**src/rtl/corr_window_capture_if.sv**
```systemverilog
// Bus bundle between the window sequencer, the counter block and the readout logic.
// With CORR_WINDOW_DERIVED_EN defined, the derived union/neither counts are added.
interface corr_window_capture_if #(
  parameter int unsigned TIME_W      = 8,
  parameter int unsigned WINDOWIDX_W = 16
);
  logic                   i_cg;
  logic [TIME_W-1:0]      i_windowLength;
  logic                   o_cg;
  logic                   o_zeroCounts;
  logic [TIME_W-1:0]      i_countX;
  logic [TIME_W-1:0]      i_countY;
  logic [TIME_W-1:0]      i_countIsect;
  logic [TIME_W-1:0]      i_countSymdiff;
  logic                   o_valid;
  logic                   i_ready;
  logic [TIME_W-1:0]      o_countX;
  logic [TIME_W-1:0]      o_countY;
  logic [TIME_W-1:0]      o_countIsect;
  logic [TIME_W-1:0]      o_countSymdiff;
  logic [TIME_W-1:0]      o_windowLength;
  logic [WINDOWIDX_W-1:0] o_windowIdx;
  logic                   o_overrun;
  logic                   i_clrOverrun;
`ifdef CORR_WINDOW_DERIVED_EN
  logic [TIME_W:0]        o_countUnion;
  logic [TIME_W:0]        o_countNeither;
`endif

  modport slave (
    input  i_cg, i_windowLength, i_countX, i_countY, i_countIsect, i_countSymdiff,
           i_ready, i_clrOverrun,
    output o_cg, o_zeroCounts, o_valid, o_countX, o_countY, o_countIsect,
           o_countSymdiff, o_windowLength, o_windowIdx, o_overrun
`ifdef CORR_WINDOW_DERIVED_EN
           , o_countUnion, o_countNeither
`endif
  );

  modport master (
    output i_cg, i_windowLength, i_countX, i_countY, i_countIsect, i_countSymdiff,
           i_ready, i_clrOverrun,
    input  o_cg, o_zeroCounts, o_valid, o_countX, o_countY, o_countIsect,
           o_countSymdiff, o_windowLength, o_windowIdx, o_overrun
`ifdef CORR_WINDOW_DERIVED_EN
           , o_countUnion, o_countNeither
`endif
  );
endinterface

```
**src/rtl/corr_window_capture.sv**
```systemverilog
// Window sequencer for the rectangular-window counter block plus a one-entry result holding register.
// Optional derived outputs (union, neither) are built when CORR_WINDOW_DERIVED_EN is defined.
module corr_window_capture #(
  parameter int unsigned TIME_W      = 8,
  parameter int unsigned WINDOWIDX_W = 16
) (
  input  logic                  i_clk,
  input  logic                  i_rst_n,
  corr_window_capture_if.slave  bus
);

  typedef enum logic [1:0] {IDLE, RUN, CAPTURE} state_t;

  state_t                 state_q, state_d;
  logic [TIME_W-1:0]      pos_q, pos_d;
  logic [TIME_W-1:0]      len_q, len_d;
  logic [WINDOWIDX_W-1:0] win_cnt_q;
  logic                   valid_q, overrun_q;
  logic [TIME_W-1:0]      hold_x_q, hold_y_q, hold_isect_q, hold_symdiff_q, hold_len_q;
  logic [WINDOWIDX_W-1:0] hold_idx_q;
  logic                   capture_c, load_c;

  // State, strobe position and window length registers
  always_ff @(posedge i_clk or negedge i_rst_n) begin
    if (!i_rst_n) begin
      state_q <= IDLE;
      pos_q   <= '0;
      len_q   <= '0;
    end else begin
      state_q <= state_d;
      pos_q   <= pos_d;
      len_q   <= len_d;
    end
  end

  // Next state and counter-block controls decoded from the state register
  always_comb begin
    state_d          = state_q;
    pos_d            = pos_q;
    len_d            = len_q;
    bus.o_cg         = 1'b0;
    bus.o_zeroCounts = 1'b1;
    case (state_q)
      IDLE: begin
        len_d = bus.i_windowLength;
        pos_d = '0;
        if (bus.i_windowLength != '0) state_d = RUN;
      end
      RUN: begin
        bus.o_zeroCounts = 1'b0;
        bus.o_cg         = bus.i_cg;
        if (bus.i_cg) begin
          if (pos_q == len_q - TIME_W'(1)) begin
            state_d = CAPTURE;
            pos_d   = '0;
          end else begin
            pos_d = pos_q + TIME_W'(1);
          end
        end
      end
      CAPTURE: begin
        len_d   = bus.i_windowLength;
        pos_d   = '0;
        state_d = (bus.i_windowLength != '0) ? RUN : IDLE;
      end
      default: state_d = IDLE;
    endcase
  end

  assign capture_c = (state_q == CAPTURE);
  // Load when empty or when the consumer drains the entry in the same cycle
  assign load_c    = capture_c && (!valid_q || bus.i_ready);

  always_ff @(posedge i_clk or negedge i_rst_n) begin
    if (!i_rst_n) begin
      win_cnt_q      <= '0;
      valid_q        <= 1'b0;
      overrun_q      <= 1'b0;
      hold_x_q       <= '0;
      hold_y_q       <= '0;
      hold_isect_q   <= '0;
      hold_symdiff_q <= '0;
      hold_len_q     <= '0;
      hold_idx_q     <= '0;
    end else begin
      if (capture_c) win_cnt_q <= win_cnt_q + WINDOWIDX_W'(1);
      if (load_c) begin
        valid_q        <= 1'b1;
        hold_x_q       <= bus.i_countX;
        hold_y_q       <= bus.i_countY;
        hold_isect_q   <= bus.i_countIsect;
        hold_symdiff_q <= bus.i_countSymdiff;
        hold_len_q     <= len_q;
        hold_idx_q     <= win_cnt_q;
      end else if (valid_q && bus.i_ready) begin
        valid_q <= 1'b0;
      end
      if (capture_c && !load_c) overrun_q <= 1'b1;
      else if (bus.i_clrOverrun) overrun_q <= 1'b0;
    end
  end

  assign bus.o_valid        = valid_q;
  assign bus.o_overrun      = overrun_q;
  assign bus.o_countX       = hold_x_q;
  assign bus.o_countY       = hold_y_q;
  assign bus.o_countIsect   = hold_isect_q;
  assign bus.o_countSymdiff = hold_symdiff_q;
  assign bus.o_windowLength = hold_len_q;
  assign bus.o_windowIdx    = hold_idx_q;

`ifdef CORR_WINDOW_DERIVED_EN
  logic [TIME_W:0] union_c, neither_c;
  logic [TIME_W:0] hold_union_q, hold_neither_q;

  assign union_c   = {1'b0, bus.i_countIsect} + {1'b0, bus.i_countSymdiff};
  assign neither_c = {1'b0, len_q} - union_c;

  always_ff @(posedge i_clk or negedge i_rst_n) begin
    if (!i_rst_n) begin
      hold_union_q   <= '0;
      hold_neither_q <= '0;
    end else if (load_c) begin
      hold_union_q   <= union_c;
      hold_neither_q <= neither_c;
    end
  end

  assign bus.o_countUnion   = hold_union_q;
  assign bus.o_countNeither = hold_neither_q;
`endif

endmodule

```
**src/flat_wrapper.sv**
```systemverilog
// flat-port wrapper written by rule: the top's interface ports become plain ports
module corr_window_capture_flat 
#(
  parameter int unsigned TIME_W      = 8,
  parameter int unsigned WINDOWIDX_W = 16
)
  (i_clk, i_rst_n, bus_i_cg, bus_i_windowLength, bus_i_countX, bus_i_countY, bus_i_countIsect, bus_i_countSymdiff, bus_i_ready, bus_i_clrOverrun, bus_o_cg, bus_o_zeroCounts, bus_o_valid, bus_o_countX, bus_o_countY, bus_o_countIsect, bus_o_countSymdiff, bus_o_windowLength, bus_o_windowIdx, bus_o_overrun);
  corr_window_capture_if #(.TIME_W(TIME_W), .WINDOWIDX_W(WINDOWIDX_W)) bus_i ();
  input  logic i_clk;
  input  logic i_rst_n;
  input wire logic [$bits(bus_i.i_cg)-1:0] bus_i_cg;
  input wire logic [$bits(bus_i.i_windowLength)-1:0] bus_i_windowLength;
  input wire logic [$bits(bus_i.i_countX)-1:0] bus_i_countX;
  input wire logic [$bits(bus_i.i_countY)-1:0] bus_i_countY;
  input wire logic [$bits(bus_i.i_countIsect)-1:0] bus_i_countIsect;
  input wire logic [$bits(bus_i.i_countSymdiff)-1:0] bus_i_countSymdiff;
  input wire logic [$bits(bus_i.i_ready)-1:0] bus_i_ready;
  input wire logic [$bits(bus_i.i_clrOverrun)-1:0] bus_i_clrOverrun;
  output wire logic [$bits(bus_i.o_cg)-1:0] bus_o_cg;
  output wire logic [$bits(bus_i.o_zeroCounts)-1:0] bus_o_zeroCounts;
  output wire logic [$bits(bus_i.o_valid)-1:0] bus_o_valid;
  output wire logic [$bits(bus_i.o_countX)-1:0] bus_o_countX;
  output wire logic [$bits(bus_i.o_countY)-1:0] bus_o_countY;
  output wire logic [$bits(bus_i.o_countIsect)-1:0] bus_o_countIsect;
  output wire logic [$bits(bus_i.o_countSymdiff)-1:0] bus_o_countSymdiff;
  output wire logic [$bits(bus_i.o_windowLength)-1:0] bus_o_windowLength;
  output wire logic [$bits(bus_i.o_windowIdx)-1:0] bus_o_windowIdx;
  output wire logic [$bits(bus_i.o_overrun)-1:0] bus_o_overrun;
  assign bus_i.i_cg = bus_i_cg;
  assign bus_i.i_windowLength = bus_i_windowLength;
  assign bus_i.i_countX = bus_i_countX;
  assign bus_i.i_countY = bus_i_countY;
  assign bus_i.i_countIsect = bus_i_countIsect;
  assign bus_i.i_countSymdiff = bus_i_countSymdiff;
  assign bus_i.i_ready = bus_i_ready;
  assign bus_i.i_clrOverrun = bus_i_clrOverrun;
  assign bus_o_cg = bus_i.o_cg;
  assign bus_o_zeroCounts = bus_i.o_zeroCounts;
  assign bus_o_valid = bus_i.o_valid;
  assign bus_o_countX = bus_i.o_countX;
  assign bus_o_countY = bus_i.o_countY;
  assign bus_o_countIsect = bus_i.o_countIsect;
  assign bus_o_countSymdiff = bus_i.o_countSymdiff;
  assign bus_o_windowLength = bus_i.o_windowLength;
  assign bus_o_windowIdx = bus_i.o_windowIdx;
  assign bus_o_overrun = bus_i.o_overrun;
  corr_window_capture #(.TIME_W(TIME_W), .WINDOWIDX_W(WINDOWIDX_W)) u_core (.i_clk(i_clk), .i_rst_n(i_rst_n), .bus(bus_i));
endmodule
```
**config.mk**
```make
export PLATFORM = sky130hd
export DESIGN_NAME = corr_window_capture_flat
export DESIGN_NICKNAME = d
export VERILOG_FILES = /design/src/rtl/corr_window_capture_if.sv /design/src/rtl/corr_window_capture.sv /design/src/flat_wrapper.sv
export SDC_FILE = /design/constraint.sdc
export NUM_CORES = 1
export LEC_CHECK = 0
export CAP_MARGIN = 15
export CORE_MARGIN = 2
export CORE_UTILIZATION = 30
export CTS_BUF_LIST = sky130_fd_sc_hd__clkbuf_2
export DETAILED_ROUTE_END_ITERATION = 16
export PLACE_DENSITY_LB_ADDON = 0.12
export SYNTH_ARGS = -nofsm -noshare
export SYNTH_HDL_FRONTEND = slang
export SYNTH_SLANG_ARGS = --single-unit
```
**constraint.sdc**
```tcl
create_clock -name i_clk -period 3.1 [get_ports i_clk]
set_input_delay 0.62 -clock i_clk [delete_from_list [all_inputs] [get_ports i_clk]]
set_output_delay 0.62 -clock i_clk [all_outputs]
set_load 0.01 [all_outputs]
```
==> reports/results.tsv, run 1 <==
stage	metric	value	unit
logic_synthesis	Synth top area share	0.5924	
global_routing	gr usage total	0.1285	
timing	RSZ-0062 raised after global routing	no	
power	Leak Pwr	2.377	nW
clock_tree	H-tree levels	3	
timing	Setup-failing EPs final	0	
floorplanning	Total Die Area	0.01388	mm2
worst_setup_path	critical path, cell by cell	nand2_1 > clkinv_1 > clkdlybuf4s50_1	
timing	Fmax achieved	0.3595	GHz
floorplanning	Die W	117.8	um
worst_setup_path	crit path from	u_core.state_q[0]$_DFFE_PN0P_	
global_routing	antenna violations before repair	1	
worst_setup_path	CP max-delay cell	dfrtp_1	
timing	Setup TNS	0	ns
logic_synthesis	Yosys reg bits	92	
clock_tree	CTS Root Cell	clkbuf_2	
clock_tree	Clock Latency Late Sink	0.57	ns
worst_setup_path	delay-heaviest family, CP	flip-flops	
cells_and_area	final core area utilization	0.4179	
hold_path	class of the worst hold path	primary input to async pin	
timing	fin. max-slew vios	0	
power	Max IR drop VDD	0.0001654	V
placed_design	routability cong.	0.7757	
cells_and_area	most common cell after layout, fill and taps aside	clkdlybuf4s50_1	
cells_and_area	nets	456	
placed_design	I/O Buffers	104	
worst_setup_path	worst-path fanout max	16	
logic_synthesis	post-synthesis average cell area	13.04	um2
logic_synthesis	Syn. warnings	0	
power	pwr/cell area	510.7	mW/mm2
cells_and_area	Synth-to-Final Area Change	35.71	%
worst_setup_path	worst setup path class	flop to primary output	
placed_design	Post-DP HPWL	5.955	mm
cells_and_area	share of post-route cells with drive strength above 1	0.2131	
worst_setup_path	R2R depth	8	
logic_synthesis	Mapped Nets	346	
worst_setup_path	Crit path largest cell delay	0.79	ns
clock_tree	clock sinks	92	
worst_setup_path	reg2reg start	u_core.len_q[0]$_DFFE_PN0N_	
clock_tree	post-CTS sizing	0	
route	initial DRC count	108	
timing	number of hold violations in the final report	0	
logic_synthesis	part of the Yosys area used for sequential elements	0.5924	
logic_synthesis	asr flop ratio synth	1.000	
clock_tree	Inserted Clock Buffers	9	
run	max_cap viols	0	
floorplanning	io pins	105	
worst_setup_path	Critical Path Start Type	flop	
clock_tree	Max Root-Sink Buffers	2	
global_routing	vias in the first global route	2748	
route	Final ANT Viol Nets	0	
logic_synthesis	mapped cell area	0.003886	mm2
worst_setup_path	CP arrival	2.16	ns
global_routing	first-pass GRT wire length	14.05	mm
logic_synthesis	Most used DFF post-synth	dfrtp_1	
worst_setup_path	Setup crit end kind	primary output	
clock_tree	CTS tree	yes	
timing	Final Cycle Share	0.8974	
logic_synthesis	Post-synth EDFFs	0	
clock_tree	CTS clk-pin slew, worst paths	0.25	ns
logic_synthesis	Yosys cell types	40	
timing	max_slew headroom	0.5245	
cells_and_area	commonest non-fill, non-tap cells in the layout	103 x clkdlybuf4s50_1, 92 x dfrtp_1, 62 x mux2_2	
run_status	status	completed	
logic_synthesis	cells after synthesis	298	
route	WL per Instance	14.09	um
global_routing	pin count of the biggest net entering global routing	56	
global_routing	GRT Residual Overflow	0	
route	total vias in the final route	2642	
floorplanning	Initial Util	0.3080	
route	Post-Route WL	8.257	mm
timing	minimum clock period	2.782	ns
clock_tree	CTS Hold Bufs	0	
route	Residual DRC	0	
logic_synthesis	area leader, netlist	dfrtp_1	
worst_setup_path	CP required	2.48	ns
route	drt pass-1 iters	4	
floorplanning	Core Footprint	0.01262	mm2
timing	actual slew at the worst max-slew pin	0.7133	ns
floorplanning	die span in y	117.8	um
clock_tree	Post-CTS Setup Bufs	0	
worst_setup_path	RR Endpoint	u_core.pos_q[6]$_DFFE_PN0P_	
worst_setup_path	WP buf/inv	2	
route	vias per cell	4.509	
logic_synthesis	largest cells by area after synthesis	dfrtp_1 59%, mux2_2 18%, xnor2_1 4.7%	
timing	Clock Skews	0.03369	ns
floorplanning	# rows	41	
worst_setup_path	R2R setup slack	0.70	ns
==> final cells by class <==
class | instances | area (um2)
multi-input cells | 186 | 1501
well taps | 172 | 215.2
repair buffers | 108 | 1094
inverters | 11 | 41.29
flip-flops and latches | 92 | 2302
fillers | 1275 | 7346
clock buffers | 9 | 45.04
clock inverters | 7 | 72.57
diodes | 1 | 2.502
==> power by group <==
group | switching, W | total [W] | internal [W]
Combinational | 0.000256 | 0.000608 | 0.000353
Clock | 0.000423 | 0.000614 | 0.000191
Sequential | 0.000165 | 0.00147 | 0.00131
Total | 0.000844 | 0.00269 | 0.00185
==> per-stage QoR <==
stage	hold slack (ns)	cells	instance area, um2	total power [W]	setup slack [ns]
5_1_grt	0.04025	586	5274	0.002883	0.1131
4_1_cts	0.01241	585	5271	0.002756	0.1844
6_report	0.07542	586	5274	0.002693	0.3180
2_1_floorplan	0.3244	298	3886	0.001853	0.9749
3_5_place_dp	0.4699	569	5154	0.002112	0.4213
3_3_place_gp	0.4635	569	5154	0.002098	0.4291
==> worst register-to-register path, stage by stage (launching register included) <==
cell and delay, ns:
dfrtp_1 0.48, inv_1 0.10, ha_1 0.21, or3b_4 0.42, nor4_2 0.24, o211ai_1 0.11
a211o_1 0.43, a31oi_1 0.23, o22ai_1 0.10
==> worst max-delay path by stage <==
stage / endpoint / depth (start not counted) / slack [ns]
after floorplan: u_core.pos_q[2]$_DFFE_PN0P_ / 9 / 0.97
after global placement: bus_o_cg / 6 / 0.43
after detailed placement: bus_o_cg / 6 / 0.42
after CTS: bus_o_cg / 3 / 0.18
after global routing: bus_o_cg / 3 / 0.11
final: bus_o_cg / 3 / 0.32
==> routing by layer <==
| layer | GRT usage | vias to the layer above | part of all wire |
|---|---|---|---|
| met5 | 0 | - | 0 |
| met4 | 0.06551 | 0 | 0.021 |
| met3 | 0.03634 | 11 | 0.057 |
| met2 | 0.2020 | 74 | 0.47 |
| met1 | 0.1617 | 1293 | 0.45 |
| li1 | - | 1264 | - |
==> flip-flops by register name, summed over array words and instances (netlist names) <==
name	count
u_core.bus.o_countY	8
u_core.bus.o_countSymdiff	8
u_core.len_q	8
u_core.state_q	2
u_core.win_cnt_q	16
u_core.bus.o_windowIdx	16
u_core.bus.o_valid	1
u_core.pos_q	8
u_core.bus.o_countIsect	8
u_core.bus.o_countX	8
u_core.bus.o_windowLength	8
u_core.bus.o_overrun	1
==> synth_stat cells (3+ instances only) <==
cell type,number
mux2_2,62
a31oi_1,5
nor2_1,8
inv_1,10
and3_1,3
xor2_1,5
nand4_1,6
o22ai_1,7
clkbuf_1,4
ha_1,3
nand3_1,8
xnor2_1,21
nand2b_1,4
dfrtp_1,92
nor3_1,4
nand2_1,23
nor4_1,3
o21ai_0,4
==> logic make-up (layout without fill, tap and decap cells) <==
family | count (synthesis) | after routing | share of synthesized area
AOI/OAI and AO/OA | 24 | 24 | 0.04186
xor gates and xnor gates | 26 | 26 | 0.05860
adders and majority gates | 3 | 3 | 0.009660
buffers and inverters | 20 | 135 | 0.02189
DFF | 92 | 92 | 0.5924
muxes | 62 | 62 | 0.1797
other | 0 | 1 | 0
and+or+nand+nor | 71 | 71 | 0.09595
Note: power is estimated with default switching activity, not from simulation.
==> inputs of run 2 (changes only) <==
CTS_CLUSTER_SIZE = 40   (was default)
==> results of run 2 <==
No change in the layout: final DEF, timing and power equal those of run 1.
==> inputs of run 3 (changes only) <==
SKIP_LAST_GASP = 1   (was default)
==> results of run 3 <==
No change in the layout: final DEF, timing and power equal those of run 1.
